==> src/rtl/id_ex_pipe_stage_pkg.sv <==
// Shared constants for the ID->EX stage: default widths, EX bundle field
// offsets and the all-zero bubble control values.
package id_ex_pipe_stage_pkg;

    localparam int DATA_W_DEF  = 32;
    localparam int REG_W_DEF   = 5;
    localparam int WB_W_DEF    = 4;
    localparam int MEM_W_DEF   = 5;
    localparam int ALUOP_W_DEF = 4;
    localparam int CNT_W_DEF   = 16;

    // EX bundle layout: {halfbyte[1:0], ALUOp, ALUSrc, RegDst[1:0]}
    localparam int REGDST_LSB = 0;
    localparam int ALUSRC_BIT = 2;
    localparam int ALUOP_LSB  = 3;

    function automatic int halfbyte_lsb(input int aluop_w);
        return ALUOP_LSB + aluop_w;
    endfunction

    localparam int HALFBYTE_LSB_DEF = ALUOP_LSB + ALUOP_W_DEF;

    localparam logic [WB_W_DEF-1:0]      WB_BUBBLE  = '0;
    localparam logic [MEM_W_DEF-1:0]     MEM_BUBBLE = '0;
    localparam logic [ALUOP_W_DEF+4:0]   EX_BUBBLE  = '0;

endpackage

==> src/rtl/id_ex_pipe_stage_if.sv <==
// ID->EX stage bus: ID-side inputs, hazard controls and EX-side outputs.
// master = the surrounding datapath, slave = the pipeline stage itself.
interface id_ex_pipe_stage_if #(
    parameter int DATA_W  = 32,
    parameter int REG_W   = 5,
    parameter int WB_W    = 4,
    parameter int MEM_W   = 5,
    parameter int ALUOP_W = 4,
    parameter int CNT_W   = 16
);
    logic               Stall;
    logic               Flush;
    logic               ID_Valid;
    logic [WB_W-1:0]    ID_WB_Ctrl;
    logic [MEM_W-1:0]   ID_MEM_Ctrl;
    logic [ALUOP_W+4:0] ID_EX_Ctrl;
    logic [DATA_W-1:0]  ID_PCAddResult;
    logic [DATA_W-1:0]  ID_Read1;
    logic [DATA_W-1:0]  ID_Read2;
    logic [DATA_W-1:0]  ID_SignExtend;
    logic [DATA_W-1:0]  ID_SignExtend_10_6;
    logic [REG_W-1:0]   ID_Rs;
    logic [REG_W-1:0]   ID_Rt;
    logic [REG_W-1:0]   ID_Rd;

    logic               EX_Valid;
    logic [WB_W-1:0]    EX_WBCtrl;
    logic [MEM_W-1:0]   EX_MEMCtrl;
    logic [1:0]         EX_RegDst;
    logic               EX_ALUSrc;
    logic [ALUOP_W-1:0] EX_ALUOp;
    logic [1:0]         EX_halfbyte;
    logic [DATA_W-1:0]  EX_PCAddResult;
    logic [DATA_W-1:0]  EX_Read1;
    logic [DATA_W-1:0]  EX_Read2;
    logic [DATA_W-1:0]  EX_SignExtend;
    logic [DATA_W-1:0]  EX_SignExtend_10_6;
    logic [REG_W-1:0]   EX_Rs;
    logic [REG_W-1:0]   EX_Rt;
    logic [REG_W-1:0]   EX_Rd;
    logic [CNT_W-1:0]   StallCount;
    logic [CNT_W-1:0]   BubbleCount;

    modport master (
        output Stall, Flush, ID_Valid, ID_WB_Ctrl, ID_MEM_Ctrl, ID_EX_Ctrl,
               ID_PCAddResult, ID_Read1, ID_Read2, ID_SignExtend, ID_SignExtend_10_6,
               ID_Rs, ID_Rt, ID_Rd,
        input  EX_Valid, EX_WBCtrl, EX_MEMCtrl, EX_RegDst, EX_ALUSrc, EX_ALUOp, EX_halfbyte,
               EX_PCAddResult, EX_Read1, EX_Read2, EX_SignExtend, EX_SignExtend_10_6,
               EX_Rs, EX_Rt, EX_Rd, StallCount, BubbleCount
    );

    modport slave (
        input  Stall, Flush, ID_Valid, ID_WB_Ctrl, ID_MEM_Ctrl, ID_EX_Ctrl,
               ID_PCAddResult, ID_Read1, ID_Read2, ID_SignExtend, ID_SignExtend_10_6,
               ID_Rs, ID_Rt, ID_Rd,
        output EX_Valid, EX_WBCtrl, EX_MEMCtrl, EX_RegDst, EX_ALUSrc, EX_ALUOp, EX_halfbyte,
               EX_PCAddResult, EX_Read1, EX_Read2, EX_SignExtend, EX_SignExtend_10_6,
               EX_Rs, EX_Rt, EX_Rd, StallCount, BubbleCount
    );

endinterface

==> src/rtl/id_ex_pipe_stage_pipe_reg.sv <==
// Generic pipeline register: reset and clear force zero, enable loads D,
// otherwise the contents hold.
module pipe_reg #(
    parameter int W = 8
) (
    input  logic         Clk,
    input  logic         Reset,
    input  logic         En,
    input  logic         Clr,
    input  logic [W-1:0] D,
    output logic [W-1:0] Q
);

    // Reset > Clr > En > hold
    always_ff @(posedge Clk) begin
        if (Reset)
            Q <= '0;
        else if (Clr)
            Q <= '0;
        else if (En)
            Q <= D;
    end

endmodule

==> src/rtl/id_ex_pipe_stage.sv <==
// ID->EX pipeline stage: control and data registers with stall/flush,
// EX bundle field split and saturating stall/bubble event counters.
module id_ex_pipe_stage
    import id_ex_pipe_stage_pkg::*;
#(
    parameter int DATA_W  = DATA_W_DEF,
    parameter int REG_W   = REG_W_DEF,
    parameter int WB_W    = WB_W_DEF,
    parameter int MEM_W   = MEM_W_DEF,
    parameter int ALUOP_W = ALUOP_W_DEF,
    parameter int CNT_W   = CNT_W_DEF
) (
    input logic             Clk,
    input logic             Reset,
    id_ex_pipe_stage_if.slave bus
);

    localparam int EX_W    = ALUOP_W + 5;
    localparam int CTRL_W  = WB_W + MEM_W + EX_W;
    localparam int DVEC_W  = 1 + 5 * DATA_W + 3 * REG_W;
    localparam int HB_LSB  = halfbyte_lsb(ALUOP_W);

    logic              load_en;
    logic              ctrl_clr;
    logic [CTRL_W-1:0] ctrl_d;
    logic [CTRL_W-1:0] ctrl_q;
    logic [DVEC_W-1:0] data_d;
    logic [DVEC_W-1:0] data_q;
    logic [EX_W-1:0]   ex_q;
    logic [CNT_W-1:0]  stall_cnt;
    logic [CNT_W-1:0]  bubble_cnt;

    assign load_en = ~bus.Stall;
    // An invalid ID slot only zeroes the controls when it is actually loaded;
    // while stalled the held controls must survive.
    assign ctrl_clr = bus.Flush | (load_en & ~bus.ID_Valid);

    assign ctrl_d = {bus.ID_WB_Ctrl, bus.ID_MEM_Ctrl, bus.ID_EX_Ctrl};
    assign data_d = {bus.ID_Valid, bus.ID_PCAddResult, bus.ID_Read1, bus.ID_Read2,
                     bus.ID_SignExtend, bus.ID_SignExtend_10_6,
                     bus.ID_Rs, bus.ID_Rt, bus.ID_Rd};

    pipe_reg #(.W(CTRL_W)) u_ctrl_reg (
        .Clk   (Clk),
        .Reset (Reset),
        .En    (load_en),
        .Clr   (ctrl_clr),
        .D     (ctrl_d),
        .Q     (ctrl_q)
    );

    pipe_reg #(.W(DVEC_W)) u_data_reg (
        .Clk   (Clk),
        .Reset (Reset),
        .En    (load_en),
        .Clr   (bus.Flush),
        .D     (data_d),
        .Q     (data_q)
    );

    assign {bus.EX_WBCtrl, bus.EX_MEMCtrl, ex_q} = ctrl_q;
    assign bus.EX_RegDst   = ex_q[REGDST_LSB +: 2];
    assign bus.EX_ALUSrc   = ex_q[ALUSRC_BIT];
    assign bus.EX_ALUOp    = ex_q[ALUOP_LSB +: ALUOP_W];
    assign bus.EX_halfbyte = ex_q[HB_LSB +: 2];

    assign {bus.EX_Valid, bus.EX_PCAddResult, bus.EX_Read1, bus.EX_Read2,
            bus.EX_SignExtend, bus.EX_SignExtend_10_6,
            bus.EX_Rs, bus.EX_Rt, bus.EX_Rd} = data_q;

    // Saturating event counters; flush takes precedence over stall
    always_ff @(posedge Clk) begin
        if (Reset) begin
            stall_cnt  <= '0;
            bubble_cnt <= '0;
        end else if (bus.Flush) begin
            if (bubble_cnt != {CNT_W{1'b1}})
                bubble_cnt <= bubble_cnt + CNT_W'(1);
        end else if (bus.Stall) begin
            if (stall_cnt != {CNT_W{1'b1}})
                stall_cnt <= stall_cnt + CNT_W'(1);
        end
    end

    assign bus.StallCount  = stall_cnt;
    assign bus.BubbleCount = bubble_cnt;

endmodule
==> src/flat_wrapper.sv <==
// flat-port wrapper written by rule: the top's interface ports become plain ports
module id_ex_pipe_stage_flat import id_ex_pipe_stage_pkg::*;
#(
    parameter int DATA_W  = DATA_W_DEF,
    parameter int REG_W   = REG_W_DEF,
    parameter int WB_W    = WB_W_DEF,
    parameter int MEM_W   = MEM_W_DEF,
    parameter int ALUOP_W = ALUOP_W_DEF,
    parameter int CNT_W   = CNT_W_DEF
)
  (Clk, Reset, bus_Stall, bus_Flush, bus_ID_Valid, bus_ID_WB_Ctrl, bus_ID_MEM_Ctrl, bus_ID_EX_Ctrl, bus_ID_PCAddResult, bus_ID_Read1, bus_ID_Read2, bus_ID_SignExtend, bus_ID_SignExtend_10_6, bus_ID_Rs, bus_ID_Rt, bus_ID_Rd, bus_EX_Valid, bus_EX_WBCtrl, bus_EX_MEMCtrl, bus_EX_RegDst, bus_EX_ALUSrc, bus_EX_ALUOp, bus_EX_halfbyte, bus_EX_PCAddResult, bus_EX_Read1, bus_EX_Read2, bus_EX_SignExtend, bus_EX_SignExtend_10_6, bus_EX_Rs, bus_EX_Rt, bus_EX_Rd, bus_StallCount, bus_BubbleCount);
  id_ex_pipe_stage_if #(.DATA_W(DATA_W), .REG_W(REG_W), .WB_W(WB_W), .MEM_W(MEM_W), .ALUOP_W(ALUOP_W), .CNT_W(CNT_W)) bus_i ();
  input logic Clk;
  input logic Reset;
  input wire logic [$bits(bus_i.Stall)-1:0] bus_Stall;
  input wire logic [$bits(bus_i.Flush)-1:0] bus_Flush;
  input wire logic [$bits(bus_i.ID_Valid)-1:0] bus_ID_Valid;
  input wire logic [$bits(bus_i.ID_WB_Ctrl)-1:0] bus_ID_WB_Ctrl;
  input wire logic [$bits(bus_i.ID_MEM_Ctrl)-1:0] bus_ID_MEM_Ctrl;
  input wire logic [$bits(bus_i.ID_EX_Ctrl)-1:0] bus_ID_EX_Ctrl;
  input wire logic [$bits(bus_i.ID_PCAddResult)-1:0] bus_ID_PCAddResult;
  input wire logic [$bits(bus_i.ID_Read1)-1:0] bus_ID_Read1;
  input wire logic [$bits(bus_i.ID_Read2)-1:0] bus_ID_Read2;
  input wire logic [$bits(bus_i.ID_SignExtend)-1:0] bus_ID_SignExtend;
  input wire logic [$bits(bus_i.ID_SignExtend_10_6)-1:0] bus_ID_SignExtend_10_6;
  input wire logic [$bits(bus_i.ID_Rs)-1:0] bus_ID_Rs;
  input wire logic [$bits(bus_i.ID_Rt)-1:0] bus_ID_Rt;
  input wire logic [$bits(bus_i.ID_Rd)-1:0] bus_ID_Rd;
  output wire logic [$bits(bus_i.EX_Valid)-1:0] bus_EX_Valid;
  output wire logic [$bits(bus_i.EX_WBCtrl)-1:0] bus_EX_WBCtrl;
  output wire logic [$bits(bus_i.EX_MEMCtrl)-1:0] bus_EX_MEMCtrl;
  output wire logic [$bits(bus_i.EX_RegDst)-1:0] bus_EX_RegDst;
  output wire logic [$bits(bus_i.EX_ALUSrc)-1:0] bus_EX_ALUSrc;
  output wire logic [$bits(bus_i.EX_ALUOp)-1:0] bus_EX_ALUOp;
  output wire logic [$bits(bus_i.EX_halfbyte)-1:0] bus_EX_halfbyte;
  output wire logic [$bits(bus_i.EX_PCAddResult)-1:0] bus_EX_PCAddResult;
  output wire logic [$bits(bus_i.EX_Read1)-1:0] bus_EX_Read1;
  output wire logic [$bits(bus_i.EX_Read2)-1:0] bus_EX_Read2;
  output wire logic [$bits(bus_i.EX_SignExtend)-1:0] bus_EX_SignExtend;
  output wire logic [$bits(bus_i.EX_SignExtend_10_6)-1:0] bus_EX_SignExtend_10_6;
  output wire logic [$bits(bus_i.EX_Rs)-1:0] bus_EX_Rs;
  output wire logic [$bits(bus_i.EX_Rt)-1:0] bus_EX_Rt;
  output wire logic [$bits(bus_i.EX_Rd)-1:0] bus_EX_Rd;
  output wire logic [$bits(bus_i.StallCount)-1:0] bus_StallCount;
  output wire logic [$bits(bus_i.BubbleCount)-1:0] bus_BubbleCount;
  assign bus_i.Stall = bus_Stall;
  assign bus_i.Flush = bus_Flush;
  assign bus_i.ID_Valid = bus_ID_Valid;
  assign bus_i.ID_WB_Ctrl = bus_ID_WB_Ctrl;
  assign bus_i.ID_MEM_Ctrl = bus_ID_MEM_Ctrl;
  assign bus_i.ID_EX_Ctrl = bus_ID_EX_Ctrl;
  assign bus_i.ID_PCAddResult = bus_ID_PCAddResult;
  assign bus_i.ID_Read1 = bus_ID_Read1;
  assign bus_i.ID_Read2 = bus_ID_Read2;
  assign bus_i.ID_SignExtend = bus_ID_SignExtend;
  assign bus_i.ID_SignExtend_10_6 = bus_ID_SignExtend_10_6;
  assign bus_i.ID_Rs = bus_ID_Rs;
  assign bus_i.ID_Rt = bus_ID_Rt;
  assign bus_i.ID_Rd = bus_ID_Rd;
  assign bus_EX_Valid = bus_i.EX_Valid;
  assign bus_EX_WBCtrl = bus_i.EX_WBCtrl;
  assign bus_EX_MEMCtrl = bus_i.EX_MEMCtrl;
  assign bus_EX_RegDst = bus_i.EX_RegDst;
  assign bus_EX_ALUSrc = bus_i.EX_ALUSrc;
  assign bus_EX_ALUOp = bus_i.EX_ALUOp;
  assign bus_EX_halfbyte = bus_i.EX_halfbyte;
  assign bus_EX_PCAddResult = bus_i.EX_PCAddResult;
  assign bus_EX_Read1 = bus_i.EX_Read1;
  assign bus_EX_Read2 = bus_i.EX_Read2;
  assign bus_EX_SignExtend = bus_i.EX_SignExtend;
  assign bus_EX_SignExtend_10_6 = bus_i.EX_SignExtend_10_6;
  assign bus_EX_Rs = bus_i.EX_Rs;
  assign bus_EX_Rt = bus_i.EX_Rt;
  assign bus_EX_Rd = bus_i.EX_Rd;
  assign bus_StallCount = bus_i.StallCount;
  assign bus_BubbleCount = bus_i.BubbleCount;
  id_ex_pipe_stage #(.DATA_W(DATA_W), .REG_W(REG_W), .WB_W(WB_W), .MEM_W(MEM_W), .ALUOP_W(ALUOP_W), .CNT_W(CNT_W)) u_core (.Clk(Clk), .Reset(Reset), .bus(bus_i));
endmodule
==> config.mk <==
export PLATFORM = sky130hd
export DESIGN_NAME = id_ex_pipe_stage_flat
export DESIGN_NICKNAME = d
export VERILOG_FILES = /design/src/rtl/id_ex_pipe_stage_pkg.sv /design/src/rtl/id_ex_pipe_stage_if.sv /design/src/rtl/id_ex_pipe_stage_pipe_reg.sv /design/src/rtl/id_ex_pipe_stage.sv /design/src/flat_wrapper.sv
export SDC_FILE = /design/constraint.sdc
export NUM_CORES = 1
export LEC_CHECK = 0
export BUFFER_PORTS_ARGS = -buffer_cell sky130_fd_sc_hd__buf_2
export CAP_MARGIN = 5
export CORE_AREA = 2 2 165 167
export DETAILED_ROUTE_END_ITERATION = 6
export DIE_AREA = 0 0 167 169
export GPL_ROUTABILITY_DRIVEN = 0
export PLACE_DENSITY = 0.6
export REMOVE_ABC_BUFFERS = 1
export SLEW_MARGIN = 20
export SYNTH_ARGS = -nofsm -noshare
export SYNTH_HDL_FRONTEND = slang
export SYNTH_SLANG_ARGS = --single-unit
export TNS_END_PERCENT = 10
==> constraint.sdc <==
create_clock -name Clk -period 2.2 [get_ports Clk]
set_clock_uncertainty 0.15 [all_clocks]
set_input_delay 0.11 -clock Clk [delete_from_list [all_inputs] [get_ports Clk]]
set_output_delay 0.11 -clock Clk [all_outputs]
set_load 0.005 [all_outputs]
Yosys cells after proc, flatten, opt, wreduce, memory -nomap -nowiden:

Index checks and enable logic that the tools add are counted.

* register bits after elaboration: 226
* output and inout port bits: 226
* word-level logic and storage cells: 17

* add/subtract/negate cells: 2
* equality and inequality tests: 2
* bitwise gates (word level): 5
* reductions and logical operators: 4

Operators with widths (number)
* 16-bit by 1-bit adder with 16-bit output (second input constant): 2
* 16-bit inequality test (second input constant): 2
* 2-bit OR reduction: 2
* 1-bit NOT: 3
* 3-bit AND reduction: 1
* 2-bit AND reduction: 1
* 1-bit AND: 1
* 1-bit OR: 1

Logic depth before layout (Yosys ltp):

* word-level depth: 4
* gate-level depth with buffers: 7
* gate-level depth less buffers: 5

Modules after synthesis:

A second synthesis with hierarchy kept.

* cell total of the unflattened synthesis: 829
* area, all modules: 8705.8 µm²

By module, submodules not included
* pipe_reg at u_core.u_data_reg: times used 1, cells an instance 569, area an instance 6354.8 µm²
* id_ex_pipe_stage: times used 1, cells an instance 201, area an instance 1687.9 µm²
* pipe_reg at u_core.u_ctrl_reg: times used 1, cells an instance 59, area an instance 663.1 µm²

Worst setup path before layout:

No wires, ideal clock.

* kind: register to register
* start point: reg u_core.stall_cnt[0] (netlist: u_core.bus.StallCount[0])
* end point: reg u_core.stall_cnt[15] (netlist: u_core.bus.StallCount[15])
* library setup time: 121 ps
* arrival time: 1551 ps
* slack: 378 ps
* stages on the path, launching flop included: 7
* path buffers: 1
* clock period less this slack: 1822 ps
* cells stage by stage: dfxtp_1 > ha_1 > nand3_1 > nor4_1 > buf_4 > nor4b_1 > mux2_2

* cells in the longest elaborated chain, start to end: 2
* elaborated cells between the ends (all ways): 3

RTL lines
* from (decl): RTL line id_ex_pipe_stage.sv:30 `logic [CNT_W-1:0] stall_cnt;`
* from (signal assigned): RTL line id_ex_pipe_stage.sv:81 `stall_cnt <= stall_cnt + CNT_W'(1);`
* branches (longest 2 deep; another with 16-bit by 1-bit adder with 16-bit output)

Parallel ways; which one is timed is not known.
A chain may end at the register's enable or synchronous reset.

Worst setup path in the final report:

* start point: in bus_Flush
* end point: reg u_core.u_ctrl_reg.Q[7]

* cells in the longest elaborated chain, start to end: 2

RTL lines
* from (decl): RTL line flat_wrapper.sv:16 `input wire logic [$bits(bus_i.Flush)-1:0] bus_Flush;`
* 1-bit OR: RTL line id_ex_pipe_stage.sv:36 `assign ctrl_clr = bus.Flush | (load_en & ~bus.ID_Valid);`
* 2-bit OR reduction (no line)
* to (signal assigned): RTL line id_ex_pipe_stage_pipe_reg.sv:17 `Q <= '0;`
* to (signal assigned): RTL line id_ex_pipe_stage_pipe_reg.sv:19 `Q <= '0;`
* to (signal assigned): RTL line id_ex_pipe_stage_pipe_reg.sv:21 `Q <= D;`
* to (decl): RTL line id_ex_pipe_stage_pipe_reg.sv:11 `output logic [W-1:0] Q`

Every way passes these cells.

==> results.txt <==
- Status: finished clean
- The number of antenna violations at the first check in global routing came to 3.
* Layout overhead on the synthesized area: 67.7%
- Based on the critical path, the design can be clocked at up to 0.497 GHz.
- After clock tree synthesis, the clock-pin slew on the worst setup and hold paths is 0.06 ns.
- Master of the slowest instance on the critical path: sky130_fd_sc_hd__dlygate4sd3_1
- In this run, CTS created clock tree buffers numbering 26.
- In this run, synthesis inferred 0 flip-flops with an integrated enable.
* Total Nets Final: 1664
- In the post-synthesis netlist, the biggest area contributors are sky130_fd_sc_hd__dfxtp_1 (54%), sky130_fd_sc_hd__mux2i_1 (23%), sky130_fd_sc_hd__nor2_1 (9.3%).
* Power density over cell area: 704 nW/um^2
* Final critical-path share of the clock period: 91.4%
* Post-Syn Area per Cell: 10.2 sq um
- Total DRC errors in the routed layout: 0
- The first global-routing pass estimated 45.4 mm of wire.
- Number of placed I/O pins: 424
* Via count of the first global-routing pass: 8646
* Final Hold Vio Count: 0
- In this design, the stage delay of the slowest critical-path cell is 0.58 ns.
- Headroom to the max-slew limit: 58.0%
- TritonCTS built the clock tree.
- WHS: 0.196 ns
- The worst path in the final design needs a cycle of 2.01 ns, including I/O delays and setup.
* IO buf count: 423
- Final setup fails: 0
- The library cell used most frequently in the layout, excluding fill and tap cells, is sky130_fd_sc_hd__buf_2.
- Worst skew pair latency: 0.52 ns
- The worst setup path is captured at a flip-flop.
- Synth Register Bits: 226
- The most numerous cell type found on the critical path is sky130_fd_sc_hd__dlygate4sd3_1.
* Worst min-delay path class: in -> reg
- Maximum buffer depth of the clock tree: 3
- For this run, the number of Yosys warnings is 0.
- Global routing used 5.96% of the available met3 tracks.
* IR Drop Worst-Case VDD: 0.000631 V
* Remaining Overflow, GRT: 0
- Most utilized layer in the global route result: met2
- Sequential share of the synthesized area: 53.8%
* Synthesized area: 8410 sq um
- After detailed routing, the average wire length per cell comes to 15.7 microns.
- Walking the worst path, the cells encountered are dlygate4sd3_1, buf_2, or2_4, o21bai_4, nor2_1, dlygate4sd3_1.
* Synth Instances: 824
* 1st-iter DRT viols: 401
* Setup repair after global routing missed its margin: false
* Max Fanout on Critical Path: 19
- Area share of the largest cell type after synthesis: 53.8%
* Area of the core: 26500 sq um
- Mean number of vias per cell: 4.59
- Data on the critical path arrives at its endpoint at 2.26 ns.
- The final max-slew violation count came to 0.
- CTS built an H-tree with a depth of 1.
* Gate family responsible for the most delay along the worst path: buffers and inverters
- Share of final-layout standard cells stronger than drive strength 1: 33.2%
- sky130_fd_sc_hd__dfxtp_1 takes more of the synthesized area than any other cell.
* GR Util met2: 35.1%
* Met1 routing resource usage after global routing: 22.0%
* Most common flop cell mapped by yosys: sky130_fd_sc_hd__dfxtp_1
- For this configuration, the core starts out at a cell density of 31.7%.
- TritonRoute pass-1 iters: 6
* Number of sinks on the clock net: 226
- Fraction of registers with async set/reset: 0%
* Bufs and invs on worst path: 3
* Largest net degree at the start of global routing: 92
* Critical Path Source Type: input port
- Cell chosen for the clock root: sky130_fd_sc_hd__clkbuf_16
- For the worst setup path, the data required time is 2.45 ns.
- Commonest non-fill, non-tap cells in the layout: sky130_fd_sc_hd__buf_2 (422), sky130_fd_sc_hd__dlygate4sd3_1 (229), sky130_fd_sc_hd__dfxtp_1 (226), sky130_fd_sc_hd__nor2_1 (208), sky130_fd_sc_hd__mux2i_1 (195)
- Final core utilization: 53.2%
- Leakage power figure: 0.00704 uW
* Vertical die dimension: 169 microns
* Kind of critical path: in -> reg
* Total number of placement rows: 60
- Max-cap violations in this run came to 0.
- GRT Resource Usage Total: 19.6%
- Via count: 8398
- The number of setup buffers added after CTS is 0.
- Post-DP HPWL: 19.0 mm
- The routed design has 28.8 mm of wire.
* Number of distinct standard cells referenced by the synthesized netlist: 40
- Number of nets still failing antenna checks after routing: 0
- Die Area: 28200 sq um
- Worst slew pin tran: 0.622 ns
* Sum Neg Setup Slack: 0 ns
- Floorplan die width: 167 microns
[worst min-delay path, delay by kind of cell]
kind                   cells  cell delay (ns)
buffers and inverters      2             0.60
multiplexers               1             0.05
AND/OR/NAND/NOR            1             0.07
[path summary, 6_finish.rpt]
| path | startpoint | end | slack (ns) | depth (start not counted) |
|---|---|---|---|---|
| worst min-delay path | bus_ID_Read2[29] | u_core.u_data_reg.Q[108]$_SDFFE_PP0N_ | 0.20 | 4 |
| worst max-delay path | bus_Flush | u_core.u_ctrl_reg.Q[7]$_SDFFE_PP0N_ | 0.19 | 6 |
| worst min register to register | u_core.u_data_reg.Q[175]$_SDFFE_PP0N_ | u_core.u_data_reg.Q[175]$_SDFFE_PP0N_ | 0.29 | 2 |
| worst max register to register | u_core.bus.StallCount[2]$_SDFFE_PP0P_ | u_core.bus.StallCount[15]$_SDFFE_PP0P_ | 0.26 | 4 |
[synthesized netlist by cell type, types with 4 or more instances]
master / count
sky130_fd_sc_hd__inv_1: 5
sky130_fd_sc_hd__nor4_1: 5
sky130_fd_sc_hd__nor2b_1: 4
sky130_fd_sc_hd__o31ai_1: 7
sky130_fd_sc_hd__nand2_1: 9
sky130_fd_sc_hd__buf_4: 4
sky130_fd_sc_hd__or3_1: 9
sky130_fd_sc_hd__nand3_1: 9
sky130_fd_sc_hd__nand4_1: 13
sky130_fd_sc_hd__and4_1: 4
sky130_fd_sc_hd__mux2_2: 5
sky130_fd_sc_hd__nor2_1: 208
sky130_fd_sc_hd__nor3_1: 4
sky130_fd_sc_hd__o21ai_0: 10
sky130_fd_sc_hd__dfxtp_1: 226
sky130_fd_sc_hd__clkbuf_1: 31
sky130_fd_sc_hd__or4_1: 7
sky130_fd_sc_hd__buf_2: 9
sky130_fd_sc_hd__buf_1: 7
sky130_fd_sc_hd__a21oi_1: 21
sky130_fd_sc_hd__mux2i_1: 195
[state kept, by name, summed over array words and instances, names as in the netlist]
name	flops
u_core.u_data_reg.Q	176
u_core.u_ctrl_reg.Q	18
u_core.bus.BubbleCount	16
u_core.bus.StallCount	16
[per-stage QoR]
step	power [uW]	std cells	area (sq um)	setup WS (ns)
2_1_floorplan	4680	773	8200	-0.472
3_3_place_gp	5160	1548	10900	0.334
3_5_place_dp	5170	1548	10900	0.271
4_1_cts	10000	1824	14100	0.109
5_1_grt	10400	1828	14100	0.0703
6_report	9940	1828	14100	0.190
[layer usage]
metal | routed length (microns) | vias to the layer above | share of wire [%]
met1 | 11200 | 3896 | 39
met4 | 890 | 0 | 3.1
li1 | - | 4121 | -
met2 | 14300 | 312 | 50
met5 | 0 | - | 0
met3 | 2350 | 69 | 8.2
[area by class of cell]
class | count | area (sq um)
antenna | 3 | 7.51
clock buffer | 36 | 769
clock inverter | 12 | 144
fill | 2344 | 12400
inverter | 5 | 18.8
multi-input combinational | 542 | 3670
sequential | 226 | 4520
tap | 341 | 427
timing repair buffer | 663 | 4550
[where the power goes]
part	switching, uW	internal (uW)
Sequential	65.2	4210
Combinational	469	661
Clock	1730	2790
Total	2270	7670
[timing repair]
item                                   in CTS  in global routing
setup endpoints to repair                   0                  6
hold buffers                              228                  1
resized for setup                           0                  1
endpoints found under the hold margin     218                  1
[kinds of logic after synthesis]
kind of cell | share of synthesized area, %
and+or+nand+nor | 15.4
DFF | 53.8
muxes | 23.9
buffers and inverters | 2.81
AOI/OAI and AO/OA | 3.54
xor gates and xnor gates | 0.312
adders and majority gates | 0.297
(Power assumes the default switching activity.)
